$ cat config.mk
export PLATFORM = sky130hd
export DESIGN_NAME = ahb_tcm_arbiter_flat
export DESIGN_NICKNAME = d
export VERILOG_FILES = /design/src/rtl/ahb_tcm_arbiter_if.sv /design/src/rtl/ahb_tcm_arbiter.sv /design/src/flat_wrapper.sv
export SDC_FILE = /design/constraint.sdc
export NUM_CORES = 1
export LEC_CHECK = 0
export CAP_MARGIN = 20
export CORE_ASPECT_RATIO = 1.1
export CORE_MARGIN = 10
export CORE_UTILIZATION = 32
export DETAILED_ROUTE_END_ITERATION = 7
export PLACE_DENSITY = 0.95
export RECOVER_POWER = 25
export SLEW_MARGIN = 20
export SYNTH_ARGS = -nofsm -noshare
export SYNTH_HDL_FRONTEND = slang
export SYNTH_SLANG_ARGS = --single-unit
$ cat constraint.sdc
create_clock -name clk -period 4.3 [get_ports clk]
set_input_delay 0.86 -clock clk [delete_from_list [all_inputs] [get_ports clk]]
set_output_delay 0.86 -clock clk [all_outputs]
set_load 0.02 [all_outputs]
$ cat src/rtl/ahb_tcm_arbiter_if.sv
// Bus bundle between the SCR1 I/D AHB-Lite masters, the TCM arbiter and its RAM.
// slave = arbiter view, master = the side driving the AHB masters and the RAM model.
interface ahb_tcm_arbiter_if #(parameter int ADDR_W = 13);
  logic [31:0]       i_haddr;
  logic [1:0]        i_htrans;
  logic [2:0]        i_hsize;
  logic              i_hready;
  logic [31:0]       i_hrdata;
  logic              i_hresp;
  logic [31:0]       d_haddr;
  logic [1:0]        d_htrans;
  logic [2:0]        d_hsize;
  logic              d_hwrite;
  logic [31:0]       d_hwdata;
  logic              d_hready;
  logic [31:0]       d_hrdata;
  logic              d_hresp;
  logic              ram_en;
  logic              ram_we;
  logic [3:0]        ram_be;
  logic [ADDR_W-1:0] ram_addr;
  logic [31:0]       ram_wdata;
  logic [31:0]       ram_rdata;

  modport slave (
    input  i_haddr, i_htrans, i_hsize, d_haddr, d_htrans, d_hsize, d_hwrite, d_hwdata, ram_rdata,
    output i_hready, i_hrdata, i_hresp, d_hready, d_hrdata, d_hresp,
    output ram_en, ram_we, ram_be, ram_addr, ram_wdata
  );

  modport master (
    output i_haddr, i_htrans, i_hsize, d_haddr, d_htrans, d_hsize, d_hwrite, d_hwdata, ram_rdata,
    input  i_hready, i_hrdata, i_hresp, d_hready, d_hrdata, d_hresp,
    input  ram_en, ram_we, ram_be, ram_addr, ram_wdata
  );
endinterface

$ cat src/rtl/ahb_tcm_arbiter.sv
// Shares one single-port 1-cycle TCM between the SCR1 I and D AHB-Lite ports.
// One FSM per port (array of instances) plus a round-robin grant that drives the RAM directly.
module ahb_tcm_arbiter_port #(
  parameter int          ADDR_W    = 13,
  parameter logic [31:0] BASE_ADDR = 32'hFFFF_8000
) (
  input  logic              clk,
  input  logic              rst,
  input  logic [31:0]       haddr,
  input  logic [1:0]        htrans,
  input  logic [2:0]        hsize,
  input  logic              hwrite,
  input  logic              gnt,
  input  logic [31:0]       ram_rdata,
  output logic              req,
  output logic              hready,
  output logic              hresp,
  output logic [31:0]       hrdata,
  output logic [ADDR_W+1:0] cap_addr,
  output logic [1:0]        cap_size,
  output logic              cap_write
);
  localparam logic [2:0] S_IDLE = 3'd0, S_REQ = 3'd1, S_DONE = 3'd2, S_ERR1 = 3'd3, S_ERR2 = 3'd4;

  logic [2:0]        state_q, state_d;
  logic [ADDR_W+1:0] addr_q, addr_d;
  logic [1:0]        size_q, size_d;
  logic              write_q, write_d;
  logic              accept, err;
  logic              unused_htrans0;

  assign unused_htrans0 = htrans[0];

  always_comb begin
    state_d = state_q;
    addr_d  = addr_q;
    size_d  = size_q;
    write_d = write_q;
    accept  = htrans[1] && (state_q == S_IDLE || state_q == S_DONE);
    err     = (haddr[31:ADDR_W+2] != BASE_ADDR[31:ADDR_W+2]) || (hsize > 3'd2) ||
              (hsize == 3'd1 && haddr[0]) || (hsize == 3'd2 && haddr[1:0] != 2'b00);
    case (state_q)
      S_IDLE, S_DONE: state_d = accept ? (err ? S_ERR1 : S_REQ) : S_IDLE;
      S_REQ:          if (gnt) state_d = S_DONE;
      S_ERR1:         state_d = S_ERR2;
      S_ERR2:         state_d = S_IDLE;
      default:        state_d = S_IDLE;
    endcase
    if (accept) begin
      addr_d  = haddr[ADDR_W+1:0];
      size_d  = hsize[1:0];
      write_d = hwrite;
    end
  end

  always_ff @(posedge clk or posedge rst) begin
    if (rst) begin
      state_q <= S_IDLE;
      addr_q  <= '0;
      size_q  <= '0;
      write_q <= 1'b0;
    end else begin
      state_q <= state_d;
      addr_q  <= addr_d;
      size_q  <= size_d;
      write_q <= write_d;
    end
  end

  assign req       = (state_q == S_REQ);
  assign hready    = !(state_q == S_REQ || state_q == S_ERR1);
  assign hresp     = (state_q == S_ERR1 || state_q == S_ERR2);
  // DONE is exactly the cycle after this port's grant, so ram_rdata belongs to it.
  assign hrdata    = (state_q == S_DONE && !write_q) ? ram_rdata : 32'h0;
  assign cap_addr  = addr_q;
  assign cap_size  = size_q;
  assign cap_write = write_q;
endmodule

module ahb_tcm_arbiter #(
  parameter int          ADDR_W    = 13,
  parameter logic [31:0] BASE_ADDR = 32'hFFFF_8000
) (
  input logic               clk,
  input logic               rst,
  ahb_tcm_arbiter_if.slave  bus
);
  localparam int NUM_PORTS = 2;  // 0 = I, 1 = D

  logic [NUM_PORTS-1:0][31:0]       haddr, hrdata;
  logic [NUM_PORTS-1:0][1:0]        htrans, cap_size;
  logic [NUM_PORTS-1:0][2:0]        hsize;
  logic [NUM_PORTS-1:0][ADDR_W+1:0] cap_addr;
  logic [NUM_PORTS-1:0]             hwrite, gnt, req, hready, hresp, cap_write;
  logic                             last_gnt_q, last_gnt_d;
  logic                             sel;
  logic [3:0]                       be;

  assign haddr  = {bus.d_haddr, bus.i_haddr};
  assign htrans = {bus.d_htrans, bus.i_htrans};
  assign hsize  = {bus.d_hsize, bus.i_hsize};
  assign hwrite = {bus.d_hwrite, 1'b0};

  for (genvar g = 0; g < NUM_PORTS; g++) begin : g_port
    ahb_tcm_arbiter_port #(.ADDR_W(ADDR_W), .BASE_ADDR(BASE_ADDR)) u_port (
      .clk(clk), .rst(rst), .haddr(haddr[g]), .htrans(htrans[g]), .hsize(hsize[g]),
      .hwrite(hwrite[g]), .gnt(gnt[g]), .ram_rdata(bus.ram_rdata), .req(req[g]),
      .hready(hready[g]), .hresp(hresp[g]), .hrdata(hrdata[g]), .cap_addr(cap_addr[g]),
      .cap_size(cap_size[g]), .cap_write(cap_write[g])
    );
  end

  // last_gnt_q = 1 means D was granted last, so I wins the next tie.
  always_comb begin
    gnt[0]     = req[0] && (!req[1] || last_gnt_q);
    gnt[1]     = req[1] && (!req[0] || !last_gnt_q);
    last_gnt_d = gnt[1] ? 1'b1 : (gnt[0] ? 1'b0 : last_gnt_q);
    sel        = gnt[1];
    be         = 4'h0;
    if (|gnt) begin
      if (!cap_write[sel]) be = 4'hF;
      else begin
        case (cap_size[sel])
          2'd0:    be = 4'b0001 << cap_addr[sel][1:0];
          2'd1:    be = 4'b0011 << cap_addr[sel][1:0];
          default: be = 4'hF;
        endcase
      end
    end
  end

  always_ff @(posedge clk or posedge rst) begin
    if (rst) last_gnt_q <= 1'b1;
    else     last_gnt_q <= last_gnt_d;
  end

  assign bus.ram_en    = |gnt;
  assign bus.ram_we    = (|gnt) && cap_write[sel];
  assign bus.ram_be    = be;
  assign bus.ram_addr  = (|gnt) ? cap_addr[sel][ADDR_W+1:2] : '0;
  assign bus.ram_wdata = (gnt[1] && cap_write[1]) ? bus.d_hwdata : 32'h0;

  assign bus.i_hready = hready[0];
  assign bus.i_hresp  = hresp[0];
  assign bus.i_hrdata = hrdata[0];
  assign bus.d_hready = hready[1];
  assign bus.d_hresp  = hresp[1];
  assign bus.d_hrdata = hrdata[1];
endmodule
$ cat src/flat_wrapper.sv
// flat-port wrapper written by rule: the top's interface ports become plain ports
module ahb_tcm_arbiter_flat 
#(
  parameter int          ADDR_W    = 13,
  parameter logic [31:0] BASE_ADDR = 32'hFFFF_8000
)
  (clk, rst, bus_i_haddr, bus_i_htrans, bus_i_hsize, bus_d_haddr, bus_d_htrans, bus_d_hsize, bus_d_hwrite, bus_d_hwdata, bus_ram_rdata, bus_i_hready, bus_i_hrdata, bus_i_hresp, bus_d_hready, bus_d_hrdata, bus_d_hresp, bus_ram_en, bus_ram_we, bus_ram_be, bus_ram_addr, bus_ram_wdata);
  ahb_tcm_arbiter_if #(.ADDR_W(ADDR_W)) bus_i ();
  input logic clk;
  input logic rst;
  input wire logic [$bits(bus_i.i_haddr)-1:0] bus_i_haddr;
  input wire logic [$bits(bus_i.i_htrans)-1:0] bus_i_htrans;
  input wire logic [$bits(bus_i.i_hsize)-1:0] bus_i_hsize;
  input wire logic [$bits(bus_i.d_haddr)-1:0] bus_d_haddr;
  input wire logic [$bits(bus_i.d_htrans)-1:0] bus_d_htrans;
  input wire logic [$bits(bus_i.d_hsize)-1:0] bus_d_hsize;
  input wire logic [$bits(bus_i.d_hwrite)-1:0] bus_d_hwrite;
  input wire logic [$bits(bus_i.d_hwdata)-1:0] bus_d_hwdata;
  input wire logic [$bits(bus_i.ram_rdata)-1:0] bus_ram_rdata;
  output wire logic [$bits(bus_i.i_hready)-1:0] bus_i_hready;
  output wire logic [$bits(bus_i.i_hrdata)-1:0] bus_i_hrdata;
  output wire logic [$bits(bus_i.i_hresp)-1:0] bus_i_hresp;
  output wire logic [$bits(bus_i.d_hready)-1:0] bus_d_hready;
  output wire logic [$bits(bus_i.d_hrdata)-1:0] bus_d_hrdata;
  output wire logic [$bits(bus_i.d_hresp)-1:0] bus_d_hresp;
  output wire logic [$bits(bus_i.ram_en)-1:0] bus_ram_en;
  output wire logic [$bits(bus_i.ram_we)-1:0] bus_ram_we;
  output wire logic [$bits(bus_i.ram_be)-1:0] bus_ram_be;
  output wire logic [$bits(bus_i.ram_addr)-1:0] bus_ram_addr;
  output wire logic [$bits(bus_i.ram_wdata)-1:0] bus_ram_wdata;
  assign bus_i.i_haddr = bus_i_haddr;
  assign bus_i.i_htrans = bus_i_htrans;
  assign bus_i.i_hsize = bus_i_hsize;
  assign bus_i.d_haddr = bus_d_haddr;
  assign bus_i.d_htrans = bus_d_htrans;
  assign bus_i.d_hsize = bus_d_hsize;
  assign bus_i.d_hwrite = bus_d_hwrite;
  assign bus_i.d_hwdata = bus_d_hwdata;
  assign bus_i.ram_rdata = bus_ram_rdata;
  assign bus_i_hready = bus_i.i_hready;
  assign bus_i_hrdata = bus_i.i_hrdata;
  assign bus_i_hresp = bus_i.i_hresp;
  assign bus_d_hready = bus_i.d_hready;
  assign bus_d_hrdata = bus_i.d_hrdata;
  assign bus_d_hresp = bus_i.d_hresp;
  assign bus_ram_en = bus_i.ram_en;
  assign bus_ram_we = bus_i.ram_we;
  assign bus_ram_be = bus_i.ram_be;
  assign bus_ram_addr = bus_i.ram_addr;
  assign bus_ram_wdata = bus_i.ram_wdata;
  ahb_tcm_arbiter #(.ADDR_W(ADDR_W), .BASE_ADDR(BASE_ADDR)) u_core (.clk(clk), .rst(rst), .bus(bus_i));
endmodule
==> results.sh <==
export IMPL_dieArea_mm2=0.01183
export IMPL_ys_ff_latch=38
export IMPL_worstPathArrival_ps=2530
export IMPL_syn_nets=420
export IMPL_dr_pass1_iters=4
export IMPL_irDropWorstVdd_mv=0.3375
export IMPL_drive_gt1_frac=0.09381
export IMPL_max_cap_viol_count=2
export IMPL_critPathMaxFanout=26
export IMPL_postRouteWirelength_um=13550
export IMPL_ys_seq_area_frac=0.3777
export IMPL_grt_pass1_vias=3188
export IMPL_rows=33
export IMPL_timing_fmax_mhz=294.7
export IMPL_htree_levels=2
export IMPL_slew_viol_final=55
export IMPL_multi_input_area_mm2=0.001491
export IMPL_clock_latency_ps=290
export IMPL_status="complete, but fails checks"
export IMPL_power_density_mw_per_mm2=470.2
export IMPL_tightest_slew_ps=2157
export IMPL_grt_max_degree=39
export IMPL_ant_nets=0
export IMPL_violations="capacitance limit, slew limit"
export IMPL_p_sw_frac=0.4045
export IMPL_required_ps=3440
export IMPL_final_common_cell="clkdlybuf4s50_1"
export IMPL_dp_hpwl_um=11610
export IMPL_reg2reg_slack_ps=1500
export IMPL_syn_to_final_growth_pct=110.7
export IMPL_ys_warn_count=0
export IMPL_fin_worst_hold_slack_ps=510.7
export IMPL_min_period_ps=3393
export IMPL_grt_pass1_wl_um=20240
export IMPL_final_cell_mix="255 x clkdlybuf4s50_1, 96 x and2_1, 37 x dfrtp_1"
export IMPL_antenna_found_initial=0
export IMPL_path_class="reg2out"
export IMPL_drc=0
export IMPL_seqCellArea_um2=952.2
export IMPL_initial_core_util=0.3337
export IMPL_fillers=586
export IMPL_start_kind="flip-flop"
export IMPL_async_flop_share=1.000
export IMPL_switchingPower_w=0.001010
export IMPL_cts_made_buffers=5
export IMPL_cts_tree="yes"
export IMPL_avgSynthCellArea_um2=9.036
export IMPL_clkPwrFrac=0.123
export IMPL_route_vias_total=2984
export IMPL_finalCritPeriodShare=0.7890
export IMPL_antenna_cells=0
export IMPL_leakagePower_nw=2.084
export IMPL_fin_skew_ps=7.018
export IMPL_hold_viol=0
export IMPL_intPower_w=0.001487
export IMPL_ctsLongestPathBuffers=2
export IMPL_clk_pin_slew_ps=70
export IMPL_ys_flop_type="dfrtp_1"
export IMPL_synth_area_mm2=0.002521
export IMPL_grt_setup_unrepaired="false"
export IMPL_die_h_um=113.1
export IMPL_post_cts_buffers=0
export IMPL_cts_resized_gates=0
export IMPL_slew_headroom=-0.4414
export IMPL_port_buffers=257
export IMPL_dieWidth_um=104.6
export IMPL_via_per_inst=4.677
export IMPL_p_seq_frac=0.245
export IMPL_fin_tns_setup_ps=0
export IMPL_cts_sinks=38
export IMPL_end_kind="output pin"
export IMPL_grt_use_total=0.2198
export IMPL_hold_buffers=0
export IMPL_place_gp_congestion=0.7916
export IMPL_pin_count=260
export IMPL_cts_root_buf="clkbuf_8"
export IMPL_ys_types=35
export IMPL_synth_edf_count=0
export IMPL_drt_iter0_drc=166
export IMPL_post_route_util=0.7031
export IMPL_setup_violations=0
export IMPL_final_nets=674
export IMPL_syn_instance_count=279
export IMPL_post_drt_wl_per_cell_um=21.24
export IMPL_min_path_type="reg2reg"
export IMPL_coreArea_mm2=0.007556
export IMPL_combinationalPowerShare=0.632
export IMPL_grt_overflow_total=0
per-stage QoR:
step / cells / area, um^2 / setup slack, ps / total power (W)
after floorplan: 279 / 2521 / 1636 / 0.001418
after global placement: 631 / 5218 / 1223 / 0.002168
after detailed placement: 631 / 5218 / 1206 / 0.002212
after CTS: 638 / 5330 / 871.4 / 0.002527
after global routing: 638 / 5313 / 714.4 / 0.002649
final: 638 / 5313 / 907.3 / 0.002498
path summary, 6_finish.rpt:
check / start / endpoint / cells past startpoint
worst max-delay path: u_core.g_port[1].u_port.state_q[1] / bus_ram_addr[0] / 5
worst min-delay path: u_core.g_port[0].u_port.cap_addr[14] / u_core.g_port[0].u_port.cap_addr[14] / 1
worst max register to register: u_core.g_port[0].u_port.state_q[2] / u_core.g_port[0].u_port.state_q[1] / 3
worst min register to register: u_core.g_port[0].u_port.cap_addr[14] / u_core.g_port[0].u_port.cap_addr[14] / 1
max in group asynchronous: rst / u_core.g_port[1].u_port.state_q[2] / 3
min in group asynchronous: rst / u_core.g_port[0].u_port.cap_addr[5] / 3
critical path, cell delays in order, from the launching register on:
cell	delay [ps]
dfrtp_1	420
or3b_4	480
nor2_4	450
nand2_1	90
o21ai_0	110
clkdlybuf4s50_1	680
layer usage:
layer | vias to the layer above | global-route usage | wire [um]
li1 | 1429 | - | -
met1 | 1395 | 0.2429 | 5171
met2 | 149 | 0.3939 | 6945
met3 | 11 | 0.08797 | 1244
met4 | 0 | 0.03846 | 193
met5 | - | 0 | 0
logic make-up after synthesis:
family                 synth area share
AND/OR/NAND/NOR                  0.3752
flip-flops                       0.3777
AO/OA/AOI/OAI                   0.07345
multiplexers                     0.1385
buffers and inverters           0.03524
power groups by stage:
stage / combinational, W / sequential (W) / clock (W)
finish: 0.00158 / 0.000611 / 0.000307
CTS: 0.00160 / 0.000612 / 0.000313
global route: 0.00169 / 0.000630 / 0.000332
floorplan: 0.000835 / 0.000584 / 0
global placement: 0.00156 / 0.000605 / 0
detailed placement: 0.00159 / 0.000618 / 0
registers in the layout (all words and copies together) (netlist names):
name                            flops
u_core.g_port.u_port.state_q        6
u_core.g_port.u_port.cap_addr      28
u_core.g_port.u_port.cap_size       2
u_core.g_port.u_port.cap_write      1
u_core.last_gnt_q                   1
final cells by class:
cell class                 instances  share of cell area
multi-input combinational        221              0.2807
sequential                        38              0.1792
inverter                           4            0.002826
clock buffer                       6             0.01554
timing repair buffer             263              0.4913
clock inverter                     1            0.005652
tap                              105             0.02473
cell usage after synthesis (3+ instances only):
library cell,number,area [um^2]
clkbuf_1,7,26.28
mux2_2,31,349.1
nand2_1,29,108.9
a21oi_1,4,20.02
a21o_1,4,30.03
buf_2,8,40.04
nand4_1,5,31.28
inv_1,4,15.01
nor2_1,10,37.54
dfrtp_1,37,925.9
o21ai_1,3,15.01
o21ai_0,16,80.08
and2_1,96,600.6
No activity file was read; power rests on OpenSTA's default activity.
